--- src/rtl/mbist_pkg.sv ---
// Shared types and the March C- element table for the MBIST sequencer.
package mbist_pkg;

  localparam int unsigned NUM_ELEMS = 6;
  localparam int unsigned ELEM_W    = 3;

  localparam logic B0 = 1'b0;
  localparam logic B1 = 1'b1;

  typedef enum logic [2:0] {
    ST_IDLE,
    ST_WR,
    ST_RD,
    ST_CMP,
    ST_DONE
  } state_e;

  typedef logic [ELEM_W-1:0] elem_idx_t;

  // Backgrounds are one bit here and replicated across the word by the user.
  typedef struct packed {
    logic dir_down;
    logic has_read;
    logic has_write;
    logic exp_bg;
    logic wr_bg;
  } elem_cfg_t;

  localparam elem_idx_t LAST_ELEM = ELEM_W'(NUM_ELEMS - 1);

  localparam elem_cfg_t [NUM_ELEMS-1:0] ELEM_TBL = '{
    0: '{dir_down: 1'b0, has_read: 1'b0, has_write: 1'b1, exp_bg: B0, wr_bg: B0},
    1: '{dir_down: 1'b0, has_read: 1'b1, has_write: 1'b1, exp_bg: B0, wr_bg: B1},
    2: '{dir_down: 1'b0, has_read: 1'b1, has_write: 1'b1, exp_bg: B1, wr_bg: B0},
    3: '{dir_down: 1'b1, has_read: 1'b1, has_write: 1'b1, exp_bg: B0, wr_bg: B1},
    4: '{dir_down: 1'b1, has_read: 1'b1, has_write: 1'b1, exp_bg: B1, wr_bg: B0},
    5: '{dir_down: 1'b0, has_read: 1'b1, has_write: 1'b0, exp_bg: B0, wr_bg: B0}
  };

endpackage

--- src/rtl/mbisr_fault_log.sv ---
// Fault log for row repair: CAM-style match on logged addresses, in-order
// insert of new faulty addresses, and overflow once all spare rows are used.
module mbisr_fault_log
  import mbist_pkg::*;
#(
  parameter int unsigned ADDR_W     = 4,
  parameter int unsigned MAX_FAULTS = 2,
  localparam int unsigned CNT_W     = $clog2(MAX_FAULTS + 1)
) (
  input  logic                         clk,
  input  logic                         rst_n,
  input  logic                         clear,
  input  logic                         valid,
  input  logic [ADDR_W-1:0]            addr,
  output logic                         hit,
  output logic [CNT_W-1:0]             cnt,
  output logic [MAX_FAULTS*ADDR_W-1:0] addrs,
  output logic                         overflow
);

  logic [MAX_FAULTS*ADDR_W-1:0] addrs_q, addrs_d;
  logic [CNT_W-1:0]             cnt_q, cnt_d;
  logic                         ovf_q, ovf_d;

  // Only populated entries take part in the match.
  always_comb begin
    hit = 1'b0;
    for (int unsigned i = 0; i < MAX_FAULTS; i++) begin
      if ((CNT_W'(i) < cnt_q) && (addrs_q[i*ADDR_W +: ADDR_W] == addr)) begin
        hit = 1'b1;
      end
    end
  end

  always_comb begin
    addrs_d = addrs_q;
    cnt_d   = cnt_q;
    ovf_d   = ovf_q;
    if (clear) begin
      addrs_d = '0;
      cnt_d   = '0;
      ovf_d   = 1'b0;
    end else if (valid && !hit) begin
      if (cnt_q < CNT_W'(MAX_FAULTS)) begin
        for (int unsigned i = 0; i < MAX_FAULTS; i++) begin
          if (CNT_W'(i) == cnt_q) begin
            addrs_d[i*ADDR_W +: ADDR_W] = addr;
          end
        end
        cnt_d = cnt_q + CNT_W'(1);
      end else begin
        ovf_d = 1'b1;
      end
    end
  end

  always_ff @(posedge clk or negedge rst_n) begin
    if (!rst_n) begin
      addrs_q <= '0;
      cnt_q   <= '0;
      ovf_q   <= 1'b0;
    end else begin
      addrs_q <= addrs_d;
      cnt_q   <= cnt_d;
      ovf_q   <= ovf_d;
    end
  end

  assign cnt      = cnt_q;
  assign addrs    = addrs_q;
  assign overflow = ovf_q;

endmodule

--- src/rtl/march_cminus_sequencer.sv ---
// March C- BIST sequencer: walks the six march elements over the SRAM,
// compares read data and feeds failing addresses to the repair fault log.
module march_cminus_sequencer
  import mbist_pkg::*;
#(
  parameter int unsigned ADDR_W     = 4,
  parameter int unsigned DATA_W     = 8,
  parameter int unsigned MAX_FAULTS = 2,
  localparam int unsigned CNT_W     = $clog2(MAX_FAULTS + 1)
) (
  input  logic                         clk,
  input  logic                         rst_n,
  input  logic                         start,
  output logic [ADDR_W-1:0]            mem_addr,
  output logic [DATA_W-1:0]            mem_wdata,
  output logic                         mem_we,
  output logic                         mem_re,
  input  logic [DATA_W-1:0]            mem_rdata,
  output logic                         busy,
  output logic                         done,
  output logic                         fail,
  output logic                         any_err,
  output logic [CNT_W-1:0]             fault_cnt,
  output logic [MAX_FAULTS*ADDR_W-1:0] fault_addr
);

  localparam logic [ADDR_W-1:0] ADDR_LAST = '1;

  state_e            state_q, state_d;
  elem_idx_t         elem_q, elem_d;
  logic [ADDR_W-1:0] addr_q, addr_d;
  logic [DATA_W-1:0] wdata_q, wdata_d;
  logic              we_q, we_d;
  logic              re_q, re_d;
  logic              busy_q, busy_d;
  logic              done_q, done_d;
  logic              err_q, err_d;

  elem_idx_t         elem_inc;
  logic [ADDR_W-1:0] addr_step;
  logic [ADDR_W-1:0] first_addr_inc;
  logic              last_addr;
  logic              mismatch;
  logic              log_clear;
  logic              log_valid;
  logic              log_hit;

  assign elem_inc       = elem_q + ELEM_W'(1);
  assign last_addr      = ELEM_TBL[elem_q].dir_down ? (addr_q == '0) : (addr_q == ADDR_LAST);
  assign addr_step      = ELEM_TBL[elem_q].dir_down ? (addr_q - ADDR_W'(1)) : (addr_q + ADDR_W'(1));
  assign first_addr_inc = ELEM_TBL[elem_inc].dir_down ? ADDR_LAST : '0;

  // Read data arrives in CMP, one cycle after the RD that requested it.
  assign mismatch  = (state_q == ST_CMP) && ELEM_TBL[elem_q].has_read &&
                     (mem_rdata != {DATA_W{ELEM_TBL[elem_q].exp_bg}});
  assign log_valid = mismatch && !log_hit;

  // Next state and next values of the registered SRAM/status outputs.
  always_comb begin
    state_d   = state_q;
    elem_d    = elem_q;
    addr_d    = addr_q;
    wdata_d   = wdata_q;
    we_d      = 1'b0;
    re_d      = 1'b0;
    busy_d    = busy_q;
    done_d    = done_q;
    err_d     = err_q;
    log_clear = 1'b0;

    case (state_q)
      ST_IDLE, ST_DONE: begin
        if (start) begin
          state_d   = ST_WR;
          elem_d    = '0;
          addr_d    = '0;
          we_d      = 1'b1;
          wdata_d   = {DATA_W{B0}};
          busy_d    = 1'b1;
          done_d    = 1'b0;
          err_d     = 1'b0;
          log_clear = 1'b1;
        end
      end
      ST_WR: begin
        if (last_addr) begin
          state_d = ST_RD;
          elem_d  = elem_inc;
          addr_d  = first_addr_inc;
          re_d    = 1'b1;
        end else begin
          addr_d  = addr_step;
          we_d    = 1'b1;
          wdata_d = {DATA_W{ELEM_TBL[elem_q].wr_bg}};
        end
      end
      ST_RD: begin
        state_d = ST_CMP;
        we_d    = ELEM_TBL[elem_q].has_write;
        if (ELEM_TBL[elem_q].has_write) begin
          wdata_d = {DATA_W{ELEM_TBL[elem_q].wr_bg}};
        end
      end
      ST_CMP: begin
        if (mismatch) begin
          err_d = 1'b1;
        end
        if (last_addr && (elem_q == LAST_ELEM)) begin
          state_d = ST_DONE;
          busy_d  = 1'b0;
          done_d  = 1'b1;
        end else if (last_addr) begin
          state_d = ST_RD;
          elem_d  = elem_inc;
          addr_d  = first_addr_inc;
          re_d    = 1'b1;
        end else begin
          state_d = ST_RD;
          addr_d  = addr_step;
          re_d    = 1'b1;
        end
      end
      default: begin
        state_d = ST_IDLE;
        busy_d  = 1'b0;
      end
    endcase
  end

  always_ff @(posedge clk or negedge rst_n) begin
    if (!rst_n) begin
      state_q <= ST_IDLE;
      elem_q  <= '0;
      addr_q  <= '0;
      wdata_q <= '0;
      we_q    <= 1'b0;
      re_q    <= 1'b0;
      busy_q  <= 1'b0;
      done_q  <= 1'b0;
      err_q   <= 1'b0;
    end else begin
      state_q <= state_d;
      elem_q  <= elem_d;
      addr_q  <= addr_d;
      wdata_q <= wdata_d;
      we_q    <= we_d;
      re_q    <= re_d;
      busy_q  <= busy_d;
      done_q  <= done_d;
      err_q   <= err_d;
    end
  end

  mbisr_fault_log #(
    .ADDR_W     (ADDR_W),
    .MAX_FAULTS (MAX_FAULTS)
  ) u_fault_log (
    .clk      (clk),
    .rst_n    (rst_n),
    .clear    (log_clear),
    .valid    (log_valid),
    .addr     (addr_q),
    .hit      (log_hit),
    .cnt      (fault_cnt),
    .addrs    (fault_addr),
    .overflow (fail)
  );

  assign mem_addr  = addr_q;
  assign mem_wdata = wdata_q;
  assign mem_we    = we_q;
  assign mem_re    = re_q;
  assign busy      = busy_q;
  assign done      = done_q;
  assign any_err   = err_q;

endmodule

--- config.mk ---
export PLATFORM = sky130hd
export DESIGN_NAME = march_cminus_sequencer
export DESIGN_NICKNAME = d
export VERILOG_FILES = /design/src/rtl/mbist_pkg.sv /design/src/rtl/mbisr_fault_log.sv /design/src/rtl/march_cminus_sequencer.sv
export SDC_FILE = /design/constraint.sdc
export NUM_CORES = 1
export LEC_CHECK = 0
export CORE_MARGIN = 2
export CORE_UTILIZATION = 55
export DETAILED_ROUTE_END_ITERATION = 7
export GPL_ROUTABILITY_DRIVEN = 0
export GPL_TIMING_DRIVEN = 0
export PLACE_DENSITY_LB_ADDON = 0.12
export SLEW_MARGIN = 5
export SYNTH_ARGS = -nofsm -noshare
export SYNTH_HDL_FRONTEND = slang
export SYNTH_HIERARCHICAL = 1
export SYNTH_SLANG_ARGS = --single-unit
--- constraint.sdc ---
create_clock -name clk -period 6.45 [get_ports clk]
set_input_delay 1.935 -clock clk [delete_from_list [all_inputs] [get_ports clk]]
set_output_delay 1.935 -clock clk [all_outputs]
set_load 0.03 [all_outputs]
==> run_summary.xml, run 1 <==
<?xml version="1.0" encoding="UTF-8"?>
<metrics>
  <group name="sta">
    <metric name="fin_setup_tns" unit="ns">0</metric>
    <metric name="unrepaired_setup_endpoints_after_global_routing" unit="">no</metric>
    <metric name="relative_max_transition_margin" unit="">0.593</metric>
    <metric name="fin_crit" unit="ns">3.72</metric>
    <metric name="layout_worst_path_cycle_share" unit="">0.577</metric>
    <metric name="final-max-slew-violation-count" unit="">0</metric>
    <metric name="final_critical_path_setup_slack" unit="ns">2.73</metric>
    <metric name="fin_worst_skew" unit="ns">0.00410</metric>
    <metric name="setup_violations" unit="">0</metric>
    <metric name="hold_slack" unit="ns">0.541</metric>
    <metric name="final-hold-violation-count" unit="">0</metric>
    <metric name="timing_worst_slew_pin_value" unit="ns">0.610</metric>
    <metric name="max_clock_freq" unit="MHz">269</metric>
  </group>
  <group name="power_and_ir_drop">
    <metric name="power_density" unit="nW/um^2">470</metric>
    <metric name="max-vdd-ir-drop" unit="mV">0.282</metric>
    <metric name="leakage" unit="nW">0.980</metric>
    <metric name="pwr-share-comb" unit="">0.637</metric>
    <metric name="power_switching" unit="mW">0.513</metric>
    <metric name="share_seq_of_total_power" unit="">0.289</metric>
    <metric name="power.switching_fraction" unit="">0.481</metric>
    <metric name="internal_power" unit="mW">0.553</metric>
    <metric name="pwr-share-clk" unit="">0.074</metric>
    <metric name="power.total" unit="mW">1.07</metric>
  </group>
  <group name="routing">
    <metric name="route.detailed.vias_per_inst" unit="">5.62</metric>
    <metric name="drtPass1Iterations" unit="">4</metric>
    <metric name="antenna_left" unit="">0</metric>
    <metric name="routed_wire_length_per_instance" unit="um">14.2</metric>
    <metric name="routed-via-count" unit="">1574</metric>
    <metric name="wl" unit="um">3970</metric>
    <metric name="drt_drc_violations_left" unit="">0</metric>
    <metric name="drt_first_iter_violations" unit="">51</metric>
  </group>
  <group name="die">
    <metric name="core_region_area" unit="sq um">3080</metric>
    <metric name="std_cell_rows" unit="">20</metric>
    <metric name="die_w" unit="um">61.3</metric>
    <metric name="dieArea" unit="sq um">3760</metric>
    <metric name="initial_utilization" unit="">0.587</metric>
    <metric name="floorplan.die.height" unit="um">61.3</metric>
    <metric name="io_pins" unit="">39</metric>
  </group>
  <group name="logic_synthesis">
    <metric name="synth_largest_type_area_fraction" unit="">0.374</metric>
    <metric name="synth_top_cells_by_count" unit="">sky130_fd_sc_hd__dfrtp_1 (27), sky130_fd_sc_hd__nor2_1 (16), sky130_fd_sc_hd__nand2_1 (15)</metric>
    <metric name="mappedNetlistArea" unit="sq um">1810</metric>
    <metric name="basic_gate_share_of_the_synthesized_area_counting_and_or_nand_and_nor_cells" unit="">0.194</metric>
    <metric name="yosys_register_bits" unit="">27</metric>
    <metric name="synth_top_flop_cell" unit="">sky130_fd_sc_hd__dfrtp_1</metric>
    <metric name="yosys-top-cells-area" unit="">sky130_fd_sc_hd__dfrtp_1 (37%), sky130_fd_sc_hd__ha_1 (5.5%), sky130_fd_sc_hd__mux2i_1 (4.4%), sky130_fd_sc_hd__buf_4 (4.2%), sky130_fd_sc_hd__o21ai_0 (3.6%)</metric>
    <metric name="synth-seq-area-share" unit="">0.374</metric>
    <metric name="synth_most_common_cell" unit="">sky130_fd_sc_hd__dfrtp_1</metric>
    <metric name="post_synth.cell_area_avg" unit="sq um">9.32</metric>
    <metric name="asyncSetResetFlopFracSynth" unit="">1.00</metric>
    <metric name="synth_top_cell_by_area" unit="">sky130_fd_sc_hd__dfrtp_1</metric>
    <metric name="main_combinational_cell_family_by_area_after_synthesis" unit="">simple AND/OR/NAND/NOR gates</metric>
    <metric name="muxShareOfSynthArea" unit="">0.0713</metric>
    <metric name="syn_inst" unit="">194</metric>
    <metric name="post_synth_fa_ha_maj_area_fraction" unit="">0.0554</metric>
    <metric name="synthXorXnorAreaFrac" unit="">0.0436</metric>
    <metric name="yosysUniqueCellTypes" unit="">47</metric>
    <metric name="synth_edf_count" unit="">0</metric>
    <metric name="yosys_warnings" unit="">6</metric>
    <metric name="synth_fp_nets" unit="">213</metric>
    <metric name="synth-compound-area-share" unit="">0.184</metric>
  </group>
  <group name="placement">
    <metric name="dpl_worst_slack" unit="ns">2.37</metric>
    <metric name="place.detailed.hpwl" unit="um">3060</metric>
    <metric name="placed_cells_incl_taps" unit="">276</metric>
    <metric name="io_buffers" unit="">38</metric>
    <metric name="placed_area" unit="sq um">2240</metric>
  </group>
  <group name="critical_path">
    <metric name="arrival" unit="ns">3.96</metric>
    <metric name="worst-endpoint-required" unit="ns">6.69</metric>
    <metric name="worstSetupEndpoint" unit="">u_fault_log/cnt[0]$_DFFE_PN0P_</metric>
    <metric name="timing.critical_path.from_type" unit="">primary input</metric>
    <metric name="cp_max_fo" unit="">10</metric>
    <metric name="crit-reg2reg-capture" unit="">u_fault_log/cnt[0]$_DFFE_PN0P_</metric>
    <metric name="timing.setup.critical_path_class" unit="">in -&gt; reg</metric>
    <metric name="cp-end-kind" unit="">register</metric>
    <metric name="timing.reg2reg.setup_slack" unit="ns">3.86</metric>
    <metric name="setup.worst_path.start" unit="">start</metric>
    <metric name="timing.reg2reg.worst_path_depth" unit="">8</metric>
    <metric name="critical_path.reg2reg.startpoint" unit="">mem_addr[1]$_DFFE_PN0P_</metric>
  </group>
  <group name="clock_network">
    <metric name="cts-buffers-inserted" unit="">3</metric>
    <metric name="clk_pin_slew" unit="ns">0.15</metric>
    <metric name="clk_path_buf_depth" unit="">2</metric>
    <metric name="cts_hold_buf" unit="">0</metric>
    <metric name="cts_tree" unit="">done</metric>
    <metric name="cts_root_buf" unit="">sky130_fd_sc_hd__clkbuf_4</metric>
    <metric name="cts_resized" unit="">0</metric>
    <metric name="clkSinkCount" unit="">27</metric>
    <metric name="cts_setup_buffers" unit="">0</metric>
    <metric name="worst_skew_pair.late_latency" unit="ns">0.34</metric>
    <metric name="htreeDepth" unit="">1</metric>
  </group>
  <group name="cells_and_area">
    <metric name="instances_no_fill" unit="">280</metric>
    <metric name="flow.area_growth_from_synthesis" unit="%">25.5</metric>
    <metric name="antennaDiodeCount" unit="">0</metric>
    <metric name="drive_above_1_share" unit="">0.131</metric>
    <metric name="final_cell_area" unit="sq um">2270</metric>
    <metric name="finish.net_count" unit="">256</metric>
    <metric name="post_route_utilization" unit="">0.737</metric>
  </group>
  <group name="grt">
    <metric name="gr-usage-all-layers" unit="">0.236</metric>
    <metric name="antenna_violations_before_repair" unit="">0</metric>
    <metric name="largest_net_degree_at_the_start_of_global_routing" unit="">28</metric>
    <metric name="first_global_vias" unit="">1504</metric>
    <metric name="grt_first_pass_wirelength" unit="um">6650</metric>
    <metric name="grt.overflow.total" unit="">0</metric>
  </group>
  <group name="min_path">
    <metric name="hold_class" unit="">reg -&gt; reg</metric>
  </group>
  <group name="run_status">
    <metric name="status" unit="">complete, no violations</metric>
  </group>
  <group name="run">
    <metric name="maxCapViolations" unit="">0</metric>
  </group>
</metrics>
sequential cells by signal, summed over array words and instances (netlist names):
register	cells
done	1
state_q	3
busy	1
mem_wdata	1
elem_q	3
u_fault_log/addrs	8
u_fault_log/cnt	2
u_fault_log/overflow	1
any_err	1
mem_addr	4
mem_we	1
mem_re	1
kinds of logic after synthesis:
kind of cell             after synthesis
AO/OA/AOI/OAI                         45
XOR/XNOR                               9
adder cells (fa/ha/maj)                8
buffers and inverters                 27
flip-flops                            27
multiplexers                          11
AND/OR/NAND/NOR                       67
routing by layer:
metal	GRT usage	share of wire	up-vias
li1	-	-	751
met1	0.309	0.44	749
met2	0.388	0.49	63
met3	0.0336	0.049	11
met4	0.109	0.024	0
met5	0	0	-
worst min path at each step:
stage,startpoint,endpoint,depth (start not counted)
after detailed placement,state_q[2]$_DFFE_PN0P_,state_q[1]$_DFFE_PN0P_,1
final,state_q[2]$_DFFE_PN0P_,state_q[1]$_DFFE_PN0P_,1
after floorplan,state_q[2]$_DFFE_PN0P_,state_q[1]$_DFFE_PN0P_,1
after global placement,state_q[2]$_DFFE_PN0P_,state_q[1]$_DFFE_PN0P_,1
after global routing,any_err$_DFFE_PN0P_,any_err$_DFFE_PN0P_,2
after CTS,state_q[2]$_DFFE_PN0P_,state_q[1]$_DFFE_PN0P_,1
cell type report:
type                    instances  area, sq um
well taps                      44         55.1
fillers                       252          810
multi-input cells             140          992
inverters                      14         52.6
clock inverters                 1         7.51
plain buffers                  13         87.6
flip-flops and latches         27          676
clock buffers                   3         22.5
repair buffers                 38          375
power groups by stage:
stage	logic (mW)	clock network, mW	registers [mW]
floorplan	0.399	0	0.386
global placement	0.644	0	0.308
detailed placement	0.676	0	0.312
CTS	0.679	0.0797	0.308
global route	0.739	0.0870	0.320
finish	0.679	0.0787	0.309
worst max-delay path: stages:
cell and delay, ns:
sky130_fd_sc_hd__clkdlybuf4s50_1 0.51, sky130_fd_sc_hd__nor2b_1 0.25, sky130_fd_sc_hd__nor2b_1 0.47, sky130_fd_sc_hd__clkbuf_1 0.44, sky130_fd_sc_hd__nor2_1 0.08, sky130_fd_sc_hd__mux2_4 0.28
cell usage in the layout, fill, tap and decap left out, types with 2 or more instances in the layout:
cell type | synthesis | routed
sky130_fd_sc_hd__o31ai_1 | 2 | 2
sky130_fd_sc_hd__a21o_1 | 2 | 2
sky130_fd_sc_hd__nand2b_1 | 9 | 9
sky130_fd_sc_hd__clkbuf_1 | 2 | 2
sky130_fd_sc_hd__clkbuf_4 | 0 | 3
sky130_fd_sc_hd__inv_1 | 13 | 13
sky130_fd_sc_hd__ha_1 | 8 | 8
sky130_fd_sc_hd__buf_4 | 10 | 10
sky130_fd_sc_hd__xnor2_1 | 5 | 5
sky130_fd_sc_hd__dfrtp_1 | 27 | 27
sky130_fd_sc_hd__a21oi_1 | 9 | 9
sky130_fd_sc_hd__mux2i_1 | 8 | 8
sky130_fd_sc_hd__or2b_1 | 3 | 3
sky130_fd_sc_hd__nand3b_1 | 2 | 2
sky130_fd_sc_hd__nand4_1 | 6 | 6
sky130_fd_sc_hd__nor2b_1 | 6 | 6
sky130_fd_sc_hd__nand2_1 | 15 | 15
sky130_fd_sc_hd__nor2_1 | 16 | 16
sky130_fd_sc_hd__buf_2 | 1 | 2
sky130_fd_sc_hd__nor4_1 | 3 | 3
sky130_fd_sc_hd__xor2_1 | 4 | 4
sky130_fd_sc_hd__o21ai_0 | 13 | 13
sky130_fd_sc_hd__clkdlybuf4s50_1 | 0 | 37
sky130_fd_sc_hd__o21ai_1 | 3 | 3
sky130_fd_sc_hd__nand3_1 | 3 | 3
Power figures use the tool's default switching activity.
==> run 2, diff against run 1 <==
--- a/config.mk
+++ b/config.mk
@@ -6,7 +6,7 @@
 export NUM_CORES = 1
 export LEC_CHECK = 0
 export CORE_MARGIN = 2
-export CORE_UTILIZATION = 55
+export CORE_UTILIZATION = 46
 export DETAILED_ROUTE_END_ITERATION = 7
 export GPL_ROUTABILITY_DRIVEN = 0
 export GPL_TIMING_DRIVEN = 0
==> constraint.sdc (replaced) <==
create_clock -name clk -period 3.4 [get_ports clk]
set_input_delay 1.02 -clock clk [delete_from_list [all_inputs] [get_ports clk]]
set_output_delay 1.02 -clock clk [all_outputs]
set_load 0.03 [all_outputs]
==> run_summary.xml, run 2 (synthesis results as in run 1) <==
<?xml version="1.0" encoding="UTF-8"?>
<metrics>
  <group name="min_path">
    <metric name="hold_path_startpoint" unit="">any_err$_DFFE_PN0P_</metric>
    <metric name="hold_critical_path_depth" unit="">2</metric>
    <metric name="hold_class" unit="">reg -&gt; reg</metric>
    <metric name="holdPathEnd" unit="">any_err$_DFFE_PN0P_</metric>
  </group>
  <group name="critical_path">
    <metric name="cp-end-kind" unit="">register</metric>
    <metric name="arrival" unit="ns">3.01</metric>
    <metric name="timing.reg2reg.setup_slack" unit="ns">0.85</metric>
    <metric name="timing.critical_path.from_type" unit="">primary input</metric>
    <metric name="timing.reg2reg.worst_path_depth" unit="">9</metric>
    <metric name="cp_max_fo" unit="">10</metric>
    <metric name="worst-endpoint-required" unit="ns">3.56</metric>
    <metric name="critical_path.reg2reg.startpoint" unit="">mem_addr[1]$_DFFE_PN0P_</metric>
    <metric name="timing.setup.critical_path_class" unit="">in -&gt; reg</metric>
    <metric name="crit-reg2reg-capture" unit="">u_fault_log/addrs[7]$_DFFE_PN0P_</metric>
  </group>
  <group name="sta">
    <metric name="timing_worst_slew_pin_value" unit="ns">0.608</metric>
    <metric name="layout_worst_path_cycle_share" unit="">0.839</metric>
    <metric name="unrepaired_setup_endpoints_after_global_routing" unit="">no</metric>
    <metric name="max_clock_freq" unit="MHz">350</metric>
    <metric name="fin_crit" unit="ns">2.85</metric>
    <metric name="fin_setup_tns" unit="ns">0</metric>
    <metric name="fin_worst_skew" unit="ns">0.00288</metric>
    <metric name="relative_max_transition_margin" unit="">0.594</metric>
    <metric name="setup_violations" unit="">0</metric>
    <metric name="final-hold-violation-count" unit="">0</metric>
    <metric name="final-max-slew-violation-count" unit="">0</metric>
    <metric name="hold_slack" unit="ns">0.516</metric>
  </group>
  <group name="grt">
    <metric name="grt_first_pass_wirelength" unit="um">6450</metric>
    <metric name="largest_net_degree_at_the_start_of_global_routing" unit="">28</metric>
    <metric name="antenna_violations_before_repair" unit="">0</metric>
    <metric name="gr-usage-all-layers" unit="">0.185</metric>
    <metric name="first_global_vias" unit="">1340</metric>
    <metric name="grt.overflow.total" unit="">0</metric>
  </group>
  <group name="routing">
    <metric name="routed_wire_length_per_instance" unit="um">12.8</metric>
    <metric name="wl" unit="um">3620</metric>
    <metric name="drt_drc_violations_left" unit="">0</metric>
    <metric name="drtPass1Iterations" unit="">4</metric>
    <metric name="drt_first_iter_violations" unit="">80</metric>
    <metric name="routed-via-count" unit="">1449</metric>
    <metric name="route.detailed.vias_per_inst" unit="">5.10</metric>
    <metric name="antenna_left" unit="">0</metric>
  </group>
  <group name="clock_network">
    <metric name="cts_hold_buf" unit="">0</metric>
    <metric name="clkSinkCount" unit="">27</metric>
    <metric name="cts_setup_buffers" unit="">0</metric>
    <metric name="clk_pin_slew" unit="ns">0.09</metric>
    <metric name="worst_skew_pair.late_latency" unit="ns">0.27</metric>
    <metric name="cts_resized" unit="">0</metric>
    <metric name="cts-buffers-inserted" unit="">3</metric>
    <metric name="cts_root_buf" unit="">sky130_fd_sc_hd__clkbuf_8</metric>
    <metric name="htreeDepth" unit="">1</metric>
    <metric name="cts_tree" unit="">done</metric>
    <metric name="clk_path_buf_depth" unit="">2</metric>
  </group>
  <group name="cells_and_area">
    <metric name="flow.area_growth_from_synthesis" unit="%">26.6</metric>
    <metric name="layout_commonest_cell" unit="">sky130_fd_sc_hd__clkdlybuf4s50_1</metric>
    <metric name="drive_above_1_share" unit="">0.127</metric>
    <metric name="largest_register_ff_count" unit="">8</metric>
    <metric name="layout.cells.most_common_list" unit="">sky130_fd_sc_hd__clkdlybuf4s50_1 (37), sky130_fd_sc_hd__dfrtp_1 (27), sky130_fd_sc_hd__nor2_1 (16), sky130_fd_sc_hd__nand2_1 (15)</metric>
    <metric name="antennaDiodeCount" unit="">0</metric>
    <metric name="finish.net_count" unit="">256</metric>
  </group>
  <group name="placement">
    <metric name="place.detailed.hpwl" unit="um">2660</metric>
    <metric name="io_buffers" unit="">38</metric>
  </group>
  <group name="die">
    <metric name="io_pins" unit="">39</metric>
    <metric name="floorplan.die.height" unit="um">66.7</metric>
    <metric name="std_cell_rows" unit="">22</metric>
    <metric name="dieArea" unit="sq um">4450</metric>
    <metric name="core_region_area" unit="sq um">3720</metric>
    <metric name="initial_utilization" unit="">0.487</metric>
    <metric name="die_w" unit="um">66.7</metric>
  </group>
  <group name="power_and_ir_drop">
    <metric name="leakage" unit="nW">0.989</metric>
    <metric name="power_density" unit="nW/um^2">884</metric>
    <metric name="max-vdd-ir-drop" unit="mV">0.534</metric>
  </group>
  <group name="run">
    <metric name="maxCapViolations" unit="">0</metric>
  </group>
  <group name="run_status">
    <metric name="status" unit="">complete, no violations</metric>
  </group>
</metrics>
==> run 2: cell types whose count changed in the layout (fill, tap and decap cells not counted) <==
cell,change
sky130_fd_sc_hd__clkbuf_1,+1
sky130_fd_sc_hd__clkbuf_4,-3
sky130_fd_sc_hd__clkbuf_8,+3
sky130_fd_sc_hd__clkinvlp_4,-1
==> run 2: metal layers <==
layer / wire [um] / GRT usage / vias to the layer above
met5: 0 / 0 / -
met4: 23 / 0.0383 / 0
met3: 173 / 0.0304 / 4
met2: 1520 / 0.284 / 35
met1: 1900 / 0.274 / 661
li1: - / - / 749
==> run 2: power by group <==
group / internal [mW] / switching (mW)
sequential: 0.432 / 0.157
combinational: 0.571 / 0.687
clock: 0.0838 / 0.0935
==> run 2: metrics by stage <==
step	std cells	util	setup slack, ns	power (mW)	area [sq um]
6_report	284	0.616	0.546	2.02	2290
5_1_grt	284	0.616	0.360	2.20	2290
4_1_cts	284	0.617	0.540	2.04	2290
3_5_place_dp	280	0.605	0.247	1.85	2250
3_3_place_gp	280	0.605	0.274	1.84	2250
2_1_floorplan	194	-	0.972	1.49	1810
==> run 2: layout make-up <==
type,count,area [sq um]
Fill cell,331,1430
Tap cell,48,60.1
Multi-Input combinational cell,140,992
Sequential cell,27,676
Inverter,14,52.6
Buffer,13,87.6
Clock buffer,4,45.0
Timing Repair Buffer,38,375
==> run 2: how the worst max path moves through the flow <==
stage,depth (start not counted),to,start
floorplan,9,u_fault_log/cnt[0]$_DFFE_PN0P_,u_fault_log/cnt[1]$_DFFE_PN0P_
global placement,6,u_fault_log/cnt[0]$_DFFE_PN0P_,start
detailed placement,6,u_fault_log/cnt[0]$_DFFE_PN0P_,start
CTS,6,u_fault_log/cnt[0]$_DFFE_PN0P_,start
global route,10,u_fault_log/addrs[7]$_DFFE_PN0P_,mem_rdata[7]
finish,6,u_fault_log/cnt[0]$_DFFE_PN0P_,start
==> run 2: worst max-delay path, stage by stage <==
cell and delay [ns]:
sky130_fd_sc_hd__clkdlybuf4s50_1 0.50, sky130_fd_sc_hd__nor2b_1 0.26, sky130_fd_sc_hd__nor2b_1 0.48, sky130_fd_sc_hd__clkbuf_1 0.40
sky130_fd_sc_hd__nor2_1 0.08, sky130_fd_sc_hd__mux2_4 0.27
==> run 3, diff against run 2 <==
==> constraint.sdc (replaced) <==
create_clock -name clk -period 2.5 [get_ports clk]
set_input_delay 0.75 -clock clk [delete_from_list [all_inputs] [get_ports clk]]
set_output_delay 0.75 -clock clk [all_outputs]
set_load 0.03 [all_outputs]
==> run_summary.xml, run 3 (synthesis results as in run 1) <==
<?xml version="1.0" encoding="UTF-8"?>
<metrics>
  <group name="clock_network">
    <metric name="clk_pin_slew" unit="ns">0.09</metric>
    <metric name="cts_root_buf" unit="">sky130_fd_sc_hd__clkbuf_8</metric>
    <metric name="cts-buffers-inserted" unit="">3</metric>
    <metric name="htreeDepth" unit="">1</metric>
    <metric name="cts_tree" unit="">done</metric>
    <metric name="clkSinkCount" unit="">27</metric>
    <metric name="worst_skew_pair.late_latency" unit="ns">0.27</metric>
    <metric name="clk_path_buf_depth" unit="">2</metric>
  </group>
  <group name="sta">
    <metric name="final-hold-violation-count" unit="">0</metric>
    <metric name="max_clock_freq" unit="MHz">425</metric>
    <metric name="fin_setup_tns" unit="ns">0</metric>
    <metric name="hold_slack" unit="ns">0.482</metric>
    <metric name="fin_worst_skew" unit="ns">0.00329</metric>
    <metric name="fin_crit" unit="ns">2.35</metric>
    <metric name="unrepaired_setup_endpoints_after_global_routing" unit="">yes</metric>
    <metric name="layout_worst_path_cycle_share" unit="">0.942</metric>
    <metric name="final-max-slew-violation-count" unit="">0</metric>
    <metric name="timing_worst_slew_pin_value" unit="ns">0.613</metric>
    <metric name="relative_max_transition_margin" unit="">0.591</metric>
    <metric name="setup_violations" unit="">0</metric>
  </group>
  <group name="placement">
    <metric name="io_buffers" unit="">38</metric>
    <metric name="placed_cells_incl_taps" unit="">280</metric>
    <metric name="place.detailed.hpwl" unit="um">2660</metric>
  </group>
  <group name="cells_and_area">
    <metric name="register_area" unit="sq um">679</metric>
    <metric name="instances_no_fill" unit="">288</metric>
    <metric name="flow.area_growth_from_synthesis" unit="%">29.2</metric>
    <metric name="final.fill_count" unit="">325</metric>
    <metric name="antennaDiodeCount" unit="">0</metric>
    <metric name="area_occupied_by_multi_input_gates" unit="sq um">1000</metric>
    <metric name="drive_above_1_share" unit="">0.171</metric>
    <metric name="post_route_utilization" unit="">0.629</metric>
    <metric name="layout_commonest_cell" unit="">sky130_fd_sc_hd__clkdlybuf4s50_1</metric>
    <metric name="layout.cells.most_common_list" unit="">sky130_fd_sc_hd__clkdlybuf4s50_1 (37), sky130_fd_sc_hd__dfrtp_1 (24), sky130_fd_sc_hd__nand2_1 (15), sky130_fd_sc_hd__nor2_1 (15), sky130_fd_sc_hd__buf_4 (14)</metric>
    <metric name="finish.net_count" unit="">260</metric>
    <metric name="largest_register_ff_count" unit="">8</metric>
  </group>
  <group name="critical_path">
    <metric name="cp-end-kind" unit="">register</metric>
    <metric name="setup.worst_path.start" unit="">mem_rdata[7]</metric>
    <metric name="critical_path.reg2reg.startpoint" unit="">u_fault_log/cnt[1]$_DFFE_PN0P_</metric>
    <metric name="critical-path-max-stage-delay" unit="ns">0.42</metric>
    <metric name="timing.critical_path.from_type" unit="">primary input</metric>
    <metric name="cp_max_fo" unit="">4</metric>
    <metric name="worstSetupEndpoint" unit="">u_fault_log/addrs[7]$_DFFE_PN0P_</metric>
    <metric name="timing.reg2reg.setup_slack" unit="ns">0.17</metric>
    <metric name="timing.setup.critical_path_class" unit="">in -&gt; reg</metric>
    <metric name="arrival" unit="ns">2.55</metric>
    <metric name="cells_along_the_critical_path" unit="">clkdlybuf4s50_1 &gt; nand4_1 &gt; nor2_1 &gt; o21ai_1 &gt; nand4_1 &gt; nor2_2 &gt; nor2b_4 &gt; nand2_1 &gt; a21oi_4 &gt; mux2i_1</metric>
    <metric name="crit-reg2reg-capture" unit="">u_fault_log/cnt[0]$_DFFE_PN0P_</metric>
    <metric name="worst-endpoint-required" unit="ns">2.69</metric>
    <metric name="cp_slowest_cell" unit="">sky130_fd_sc_hd__clkdlybuf4s50_1</metric>
    <metric name="timing.reg2reg.worst_path_depth" unit="">9</metric>
    <metric name="most_used_cell_cp" unit="">sky130_fd_sc_hd__nand4_1</metric>
  </group>
  <group name="grt">
    <metric name="gr-usage-all-layers" unit="">0.186</metric>
    <metric name="first_global_vias" unit="">1343</metric>
    <metric name="antenna_violations_before_repair" unit="">0</metric>
    <metric name="largest_net_degree_at_the_start_of_global_routing" unit="">28</metric>
    <metric name="grt_first_pass_wirelength" unit="um">6480</metric>
    <metric name="grt.overflow.total" unit="">0</metric>
  </group>
  <group name="die">
    <metric name="io_pins" unit="">39</metric>
    <metric name="die_w" unit="um">66.7</metric>
    <metric name="initial_utilization" unit="">0.487</metric>
    <metric name="dieArea" unit="sq um">4450</metric>
    <metric name="floorplan.die.height" unit="um">66.7</metric>
    <metric name="core_region_area" unit="sq um">3720</metric>
    <metric name="std_cell_rows" unit="">22</metric>
  </group>
  <group name="power_and_ir_drop">
    <metric name="max-vdd-ir-drop" unit="mV">0.726</metric>
    <metric name="power.total" unit="mW">2.83</metric>
    <metric name="power.switching_fraction" unit="">0.459</metric>
    <metric name="pwr-share-comb" unit="">0.630</metric>
    <metric name="share_seq_of_total_power" unit="">0.284</metric>
    <metric name="power_density" unit="nW/um^2">1210</metric>
    <metric name="pwr-share-clk" unit="">0.086</metric>
    <metric name="internal_power" unit="mW">1.53</metric>
    <metric name="leakage" unit="nW">1.01</metric>
    <metric name="power_switching" unit="mW">1.30</metric>
  </group>
  <group name="routing">
    <metric name="route.detailed.vias_per_inst" unit="">5.17</metric>
    <metric name="antenna_left" unit="">0</metric>
    <metric name="drt_drc_violations_left" unit="">0</metric>
    <metric name="routed-via-count" unit="">1490</metric>
    <metric name="drtPass1Iterations" unit="">5</metric>
    <metric name="routed_wire_length_per_instance" unit="um">12.8</metric>
    <metric name="drt_first_iter_violations" unit="">90</metric>
    <metric name="wl" unit="um">3680</metric>
  </group>
  <group name="run">
    <metric name="maxCapViolations" unit="">0</metric>
  </group>
  <group name="min_path">
    <metric name="hold_class" unit="">in -&gt; async</metric>
  </group>
  <group name="run_status">
    <metric name="status" unit="">complete, no violations</metric>
  </group>
</metrics>
## run 3: what timing repair did
item	4_1_cts	5_1_grt
pin swaps	0	3
setup endpoints to repair	6	11
hold buffers	0	0
gates resized for setup	3	7
setup buffers	0	4
## run 3: final cells by class
class                   count  share of cell area
multi-input cells         140               0.430
clock buffers               4              0.0193
plain buffers              13              0.0380
well taps                  48              0.0257
flip-flops and latches     27               0.291
inverters                  14              0.0225
repair buffers             42               0.174
## run 3: power groups by stage
stage	logic [mW]	registers, mW	clock network [mW]
floorplan	1.03	0.995	0
global placement	1.69	0.805	0
detailed placement	1.71	0.811	0
CTS	1.72	0.805	0.254
global route	1.97	0.837	0.267
finish	1.78	0.804	0.243
## run 3: critical path: cells and delay by family
kind,cells,cell delay (ns)
AOI/OAI and AO/OA,2,0.32
muxes,1,0.23
buffers and inverters,1,0.42
and+or+nand+nor,6,0.82
## run 3: worst min path at each step
stage | startpoint | endpoint | slack (ns) | depth (start not counted)
global route | rst_n | busy$_DFFE_PN0P_ | 0.53 | 1
detailed placement | state_q[2]$_DFFE_PN0P_ | state_q[1]$_DFFE_PN0P_ | 0.50 | 1
floorplan | rst_n | any_err$_DFFE_PN0P_ | 0.45 | 0
finish | rst_n | mem_wdata[6]$_DFFE_PN0P_ | 0.48 | 1
CTS | state_q[2]$_DFFE_PN0P_ | state_q[1]$_DFFE_PN0P_ | 0.52 | 1
global placement | any_err$_DFFE_PN0P_ | any_err$_DFFE_PN0P_ | 0.50 | 2
## run 3: stage by stage
stage | setup slack, ns | instance area, sq um
3_3_place_gp | -0.356 | 2250
6_report | 0.145 | 2340
4_1_cts | 0.0118 | 2300
5_1_grt | -0.0312 | 2340
3_5_place_dp | -0.383 | 2250
2_1_floorplan | 0.0717 | 1810
## run 3: metal layers
| layer | vias up | share of wire | GRT usage |
|---|---|---|---|
| met5 | - | 0 | 0 |
| met4 | 0 | 0.0065 | 0.0383 |
| met3 | 4 | 0.049 | 0.0304 |
| met2 | 39 | 0.43 | 0.284 |
| met1 | 690 | 0.52 | 0.276 |
| li1 | 757 | - | - |
